[src/rtl/regfile_vec_masked.sv]
// Vector register file: REGS x LANES x N bits, three combinational read ports, one masked
// synchronous write port, optional write-to-read bypass and a sequential zeroing sweep.
module regfile_vec_masked #(
  parameter int N      = 20,
  parameter int LANES  = 8,
  parameter int REGS   = 16,
  parameter int AW     = $clog2(REGS),
  parameter int BYPASS = 1
) (
  input  logic                 clk,
  input  logic                 reset,
  input  logic                 we,
  input  logic [AW-1:0]        wa,
  input  logic [LANES-1:0]     wmask,
  input  logic [LANES*N-1:0]   wd,
  input  logic [AW-1:0]        ra1,
  input  logic [AW-1:0]        ra2,
  input  logic [AW-1:0]        ra3,
  output logic [LANES*N-1:0]   rd1,
  output logic [LANES*N-1:0]   rd2,
  output logic [LANES*N-1:0]   rd3,
  input  logic                 clr_req,
  output logic                 ready
);

  typedef enum logic {SWEEP, IDLE} state_t;

  localparam logic [AW-1:0] LAST = AW'(REGS - 1);

  state_t                  state, state_n;
  logic [AW-1:0]           ptr, ptr_n;
  logic                    ready_n;
  logic                    sweep_wr;
  logic                    wr_en;

  logic [LANES-1:0][N-1:0] mem [REGS];
  logic [LANES-1:0][N-1:0] wd_lanes;

  logic [AW-1:0]           ra [3];
  logic [2:0]              ra_ok;
  logic                    wa_ok;
  logic [LANES-1:0][N-1:0] rd_v [3];

  assign wd_lanes = wd;
  assign ra[0]    = ra1;
  assign ra[1]    = ra2;
  assign ra[2]    = ra3;

  // Addresses beyond REGS exist only when REGS is not a power of two.
  generate
    if (REGS == (1 << AW)) begin : g_full_range
      assign wa_ok = 1'b1;
      assign ra_ok = 3'b111;
    end else begin : g_part_range
      assign wa_ok = (wa < AW'(REGS));
      for (genvar k = 0; k < 3; k++) begin : g_ra_ok
        assign ra_ok[k] = (ra[k] < AW'(REGS));
      end
    end
  endgenerate

  always_ff @(posedge clk) begin
    if (reset) begin
      state <= SWEEP;
      ptr   <= '0;
      ready <= 1'b0;
    end else begin
      state <= state_n;
      ptr   <= ptr_n;
      ready <= ready_n;
    end
  end

  always_comb begin
    state_n  = state;
    ptr_n    = ptr;
    ready_n  = ready;
    sweep_wr = 1'b0;
    wr_en    = 1'b0;
    case (state)
      SWEEP: begin
        sweep_wr = !reset;
        if (ptr == LAST) begin
          state_n = IDLE;
          ready_n = 1'b1;
          ptr_n   = '0;
        end else begin
          ptr_n = ptr + AW'(1);
        end
      end
      IDLE: begin
        if (clr_req) begin
          state_n = SWEEP;
          ptr_n   = '0;
          ready_n = 1'b0;
        end else begin
          wr_en = !reset && we && wa_ok;
        end
      end
      default: begin
        state_n = SWEEP;
        ptr_n   = '0;
        ready_n = 1'b0;
      end
    endcase
  end

  // Storage has no reset; the sweep is the only thing that clears it.
  always_ff @(posedge clk) begin
    if (sweep_wr) begin
      mem[ptr] <= '0;
    end else if (wr_en) begin
      for (int i = 0; i < LANES; i++) begin
        if (wmask[i]) mem[wa][i] <= wd_lanes[i];
      end
    end
  end

  generate
    for (genvar k = 0; k < 3; k++) begin : g_read
      always_comb begin
        rd_v[k] = '0;
        if (!reset && state == IDLE && ra_ok[k]) begin
          rd_v[k] = mem[ra[k]];
          if ((BYPASS != 0) && we && !clr_req && wa_ok && ra[k] == wa) begin
            for (int i = 0; i < LANES; i++) begin
              if (wmask[i]) rd_v[k][i] = wd_lanes[i];
            end
          end
        end
      end
    end
  endgenerate

  assign rd1 = rd_v[0];
  assign rd2 = rd_v[1];
  assign rd3 = rd_v[2];

endmodule
[config.mk]
export PLATFORM = sky130hd
export DESIGN_NAME = regfile_vec_masked
export DESIGN_NICKNAME = d
export VERILOG_FILES = /design/src/rtl/regfile_vec_masked.sv
export SDC_FILE = /design/constraint.sdc
export NUM_CORES = 2
export LEC_CHECK = 0
export BUFFER_PORTS_ARGS = -buffer_cell sky130_fd_sc_hd__buf_2
export CAP_MARGIN = 15
export CORE_ASPECT_RATIO = 0.6
export CORE_MARGIN = 5
export CORE_UTILIZATION = 35
export CTS_BUF_LIST = sky130_fd_sc_hd__clkbuf_4 sky130_fd_sc_hd__clkbuf_8
export CTS_CLUSTER_SIZE = 16
export DETAILED_ROUTE_END_ITERATION = 8
export SYNTH_ARGS = -nofsm -noshare
export SYNTH_HDL_FRONTEND = slang
export SYNTH_SLANG_ARGS = --single-unit
[constraint.sdc]
create_clock -name clk -period 11.3 [get_ports clk]
set_clock_uncertainty 0.1 [all_clocks]
set_input_delay 2.26 -clock clk [delete_from_list [all_inputs] [get_ports clk]]
set_output_delay 2.26 -clock clk [all_outputs]
set_load 0.01 [all_outputs]
==> Yosys cells after proc, flatten, opt, wreduce, memory -nomap -nowiden <==
Memory sizes are Yosys's and may differ from the RTL's.
Index checks and enable logic that the tools add are counted.
{ "word_totals": {"word_cells": 101, "inputBits": 188, "regBits": 6, "latchBits": 0, "mem_count": 1, "ramBits": 2560, "romBits": 0} }
{ "op_classes": {"multipliers": 0, "mux": 79, "shift": 0, "div_mod_pow": 0, "n_lt_le_gt_ge": 0, "n_eq_ne": 6, "n_reduce_logical": 10, "add_sub_neg": 1, "bitwise_logic": 1} }
{ "mem_list": {"columns": ["name", "words", "width", "rd", "rd_ports_with_merged_regs", "wr", "line_no", "source"], "rows": [
  ["mem", 16, 160, 3, 0, 1, "36", "logic [LANES-1:0][N-1:0] mem [REGS];"]
]} }
{ "ops": {"columns": ["cell", "count"], "rows": [
  ["2-to-1 mux 160 bit", 7],
  ["2-to-1 mux 20 bit", 24],
  ["OR reduction 160 bit", 1],
  ["2-to-1 mux 1 bit", 41],
  ["equality test 4 bit", 3],
  ["2-to-1 mux 4 bit", 3],
  ["2-to-1 mux 8 bit", 1],
  ["case mux 4 bit (2 select lines)", 1],
  ["logical AND 1 bit", 6],
  ["adder 4 x 1 -> 4 bit (second input constant)", 1],
  ["equality test 4 bit (second input constant)", 1],
  ["inequality test 2 bit (second input constant)", 2],
  ["case mux 1 bit (2 select lines)", 2],
  ["logical NOT 1 bit", 2],
  ["AND reduction 2 bit", 1],
  ["NOT 1 bit", 1]
]} }

==> Longest topological paths before layout <==
{ "depth": {"word_depth": 9, "ltp_mapped": 10, "ltp_nobuf": 5} }

==> Least setup slack after synthesis <==
OpenSTA, ideal clock, no wires.
{ "synth_path": {"path_kind": "in2out", "from": "in ra2[0]", "to": "out rd2[0]", "slack_ns": 5.047, "stages": 8, "arrival_time_ns": 3.893, "cell_sequence": "clkbuf_1 -> buf_4 -> buf_2 -> buf_2 -> mux4_2 -> a22o_1 -> nor2_1 -> o22ai_1"} }
{ "synth_between": {"elab_chain_cells": 4, "word_cells_on_any_way": 6} }
{ "synth_rtl": {"columns": ["item", "line_no", "source"], "rows": [
  ["from (decl)", "17", "input logic [AW-1:0] ra2,"],
  ["memory read (16 x 160 bit) or equality test 4 bit (tied branches)", null, null],
  ["2-to-1 mux 20 bit or logical AND 1 bit (tied branches)", "127, 125", null],
  ["2-to-1 mux 160 bit *", "125", "if ((BYPASS != 0) && we && !clr_req && wa_ok && ra[k] == wa) begin"],
  ["2-to-1 mux 160 bit *", "123", "if (!reset && state == IDLE && ra_ok[k]) begin"],
  ["to (decl)", "20", "output logic [LANES*N-1:0] rd2,"]
]} }
Mark *: on every way between the ends. The rest lies on a longest branch, timed or not.

==> Worst setup path in the final report <==
{ "layout_path": {"from": "in ra3[2]", "to": "out rd3[73]"} }
{ "layout_between": {"elab_chain_cells": 4, "word_cells_on_any_way": 6} }
{ "layout_rtl": {"columns": ["item", "line_no", "source"], "rows": [
  ["from (decl)", "18", "input logic [AW-1:0] ra3,"],
  ["memory read (16 x 160 bit) or equality test 4 bit (tied branches)", null, null],
  ["2-to-1 mux 20 bit or logical AND 1 bit (tied branches)", "127, 125", null],
  ["2-to-1 mux 160 bit *", "125", null],
  ["2-to-1 mux 160 bit *", "123", null],
  ["to (decl)", "21", "output logic [LANES*N-1:0] rd3,"]
]} }
Marked as above.

==> impl_results.md <==
- Max VDD drop: just over 0.08 mV
- Port Buf Inserts: 668
- Crit-path max FO: 50
- Worst setup path end: rd3[73]
- Worst EP arrival: between 6 and 7 ns
- Routed wire length: between 500,000 and 600,000 microns
- Clock latency on the worst-skew pair: between 1 and 1.5 ns
- Final-report max-slew violation count: 0
- Outcome: complete, no violations
- H-tree Lvls: 5
- Core Region: 0.401 sq mm
- Post-DP HPWL: 359,000 microns
- Final core utilization: 39.8%
- Clk buf depth: 4
- Final net count: approximately 9,000
- Post-route ant nets: 0
- Number of synthesized flops with an enable pin: around 2,600
- Clk network pwr share: 39.8%
- Min Tclk post-route: 8.81 ns
- Post-CTS Hold Buffers: 0
- FF-to-FF setup slack: 6.13 ns
- Number of global-route vias before repair: a little under 100k
- Post-synth top cells: 2,560 x edfxtp_1, 1,798 x mux4_2, 786 x a22o_1
- Actual slew at the worst max-slew pin: 1.30 ns
- Critical Path Source: ra3[2]
- Via count: 98,490
- Synthesized Nets: 8,378
- Netlist cell types: 44
- Clock Sinks: 2,566
- Antenna violations before repair: 67
- Pint: 15,900 uW
- Fin Setup TNS: 0 ns
- Slew headroom: 13.1%
- # IOs: 669
- Area leader, netlist: edfxtp_1
- Post-synth top area share: 54.5%
- P_leak: 0.0515 uW
- CTS tree: done
- Share of cells above drive strength 1: 40.4%
- Switch share: about a quarter
- PostCTS Resize Cnt: 0
- Capturing element type of the critical path: primary output
- RSZ-0062 raised after global routing: false
- Synth Warn #: 0
- Syn avg cell area: around 17 sq um
- Die ar.: 0.416 sq mm
- Seq cells post-synth: 2,566
- Num CTS Buffers: 404
- Final Cycle Share: roughly 78%
- Final Hold Vio Count: 0
- Combinational share of power: 11.3%
- Worst Reg-to-Reg Cells: 7
- Global-route usage over all layers: 27.2%
- Seq pwr share: 48.9%
- Top-count cell post-synth: edfxtp_1
- Global-route wire length before repair: 796,000 microns
- Critical R2R Launch: state
- Critical Path Start Type: input pin
- Die width: 830 microns
- Top post-synthesis cells by area: edfxtp_1 54%, mux4_2 29%, a22o_1 4.9%
- Chip Height: approximately 500 microns
- Post-synthesis sequential area ratio: around 55%
- Max cap viols: 0
- HP Class: reg -> reg
- Rows: 180
- Final Wtd Congestion: 0.863
- Initial Util: 35.2%
- F_max: 113 MHz
- Critical path required time: 8.94 ns
- Remaining Overflow, GRT: 0
- Area growth, synth to finish: 13.2%
- Sw Pwr: 5610 uW
- Top_reg_cell synth: edfxtp_1
- Crit Path Category: in -> out
- Mapped Cells: 8,189
- Vias per cell: between 6 and 7
- DRC violations left: 0
- Worst-path clk slew: around 0.070 ns
- Synth async-reset ratio: 0%
- Largest net degree at the start of global routing: 155
- Initial drt markers: 14,665
- Initial DRT Pass Iterations: 6
- CTS root buf: clkbuf_8
- PwrDens: 135 mW/mm^2
- Area of the mapped netlist: 0.141 sq mm
- WL per Instance: 40.3 microns
- R2R Path End: mem[3][44]
- Number of setup buffers added after CTS: 0
- Final setup vio count: 0
[flip-flops by register name, summed over array words and instances, names as in the netlist]
signal and count:
state 1, ptr 4, ready 1, mem 2560
[routing by layer]
| metal | part of all wire (%) | GRT usage, % | vias up |
|---|---|---|---|
| met5 | 0.021 | 0 | - |
| met4 | 5.7 | 13.1 | 20 |
| met3 | 14 | 9.30 | 1603 |
| met2 | 44 | 40.3 | 8533 |
| met1 | 36 | 35.9 | 51430 |
| li1 | - | - | 36904 |
[metrics by stage]
step | instance area (sq um) | power [uW] | instances | setup WS [ns] | hold slack (ns)
2_1_floorplan | 141000 | 12200 | 8189 | 5.05 | 0.398
3_3_place_gp | 151000 | 13100 | 13728 | 2.65 | 0.400
3_5_place_dp | 151000 | 13100 | 13729 | 2.66 | 0.413
4_1_cts | 160000 | 21600 | 14458 | 2.65 | 0.431
5_1_grt | 160000 | 22100 | 14477 | 2.55 | 0.441
6_report | 160000 | 21500 | 14508 | 2.49 | 0.419
[final cells by class]
type,count,area (sq um)
antenna,48,120
clock buffer,507,6350
clock inverter,222,2010
fill,35734,241000
multi-input combinational,4821,61200
sequential,2566,77000
tap,5369,6720
timing repair buffer,975,6290
[power by group through the flow]
stage / logic [uW] / clock network [uW] / registers (uW)
floorplan: 1500 / 0 / 10700
global placement: 2370 / 0 / 10700
detailed placement: 2390 / 0 / 10700
CTS: 2390 / 8640 / 10500
global route: 2490 / 9090 / 10500
finish: 2430 / 8570 / 10500
[kinds of logic (layout without fill, tap and decap cells)]
group                    after synthesis  in the layout  synth area share, %
flip-flops                          2566           2566                 54.6
AND/OR/NAND/NOR                     1187           1187                 3.72
AO/OA/AOI/OAI                       1563           1563                 8.45
other                                  0             48                    0
adder cells (fa/ha/maj)                1              1              0.00887
XOR/XNOR                              12             12               0.0745
buffers and inverters                802           1704                 2.51
multiplexers                        2058           2058                 30.6
[critical path, stage by stage]
cell     delay, ns
buf_8         0.31
buf_4         0.64
buf_4         0.63
buf_4         0.80
mux4_2        0.41
a22o_1        0.27
nor2_1        0.39
o22ai_1       0.27
buf_2         0.27
[how the worst min path moves through the flow]
stage | start | to | cells past startpoint
6_report | ready | ready | 2
5_1_grt | ready | ready | 2
4_1_cts | ready | ready | 2
3_5_place_dp | ready | ready | 2
3_3_place_gp | ready | ready | 2
2_1_floorplan | ptr[3] | ptr[3] | 2
[cells in the final DEF (no fill, tap or decap), drive strengths merged, types with 33 or more instances in the layout]
cell type / n
o221ai: 66
bufinv: 33
a22o: 786
mux4: 1798
o21ai: 67
o2111ai: 61
mux2: 69
clkbuf: 507
clkinv: 167
and2: 169
edfxtp: 2560
a31oi: 61
o22ai: 422
nand3: 47
a21oi: 82
mux2i: 191
buf: 975
nor2: 549
diode: 48
nand2: 352
No activity file was read; power rests on OpenSTA's default activity.
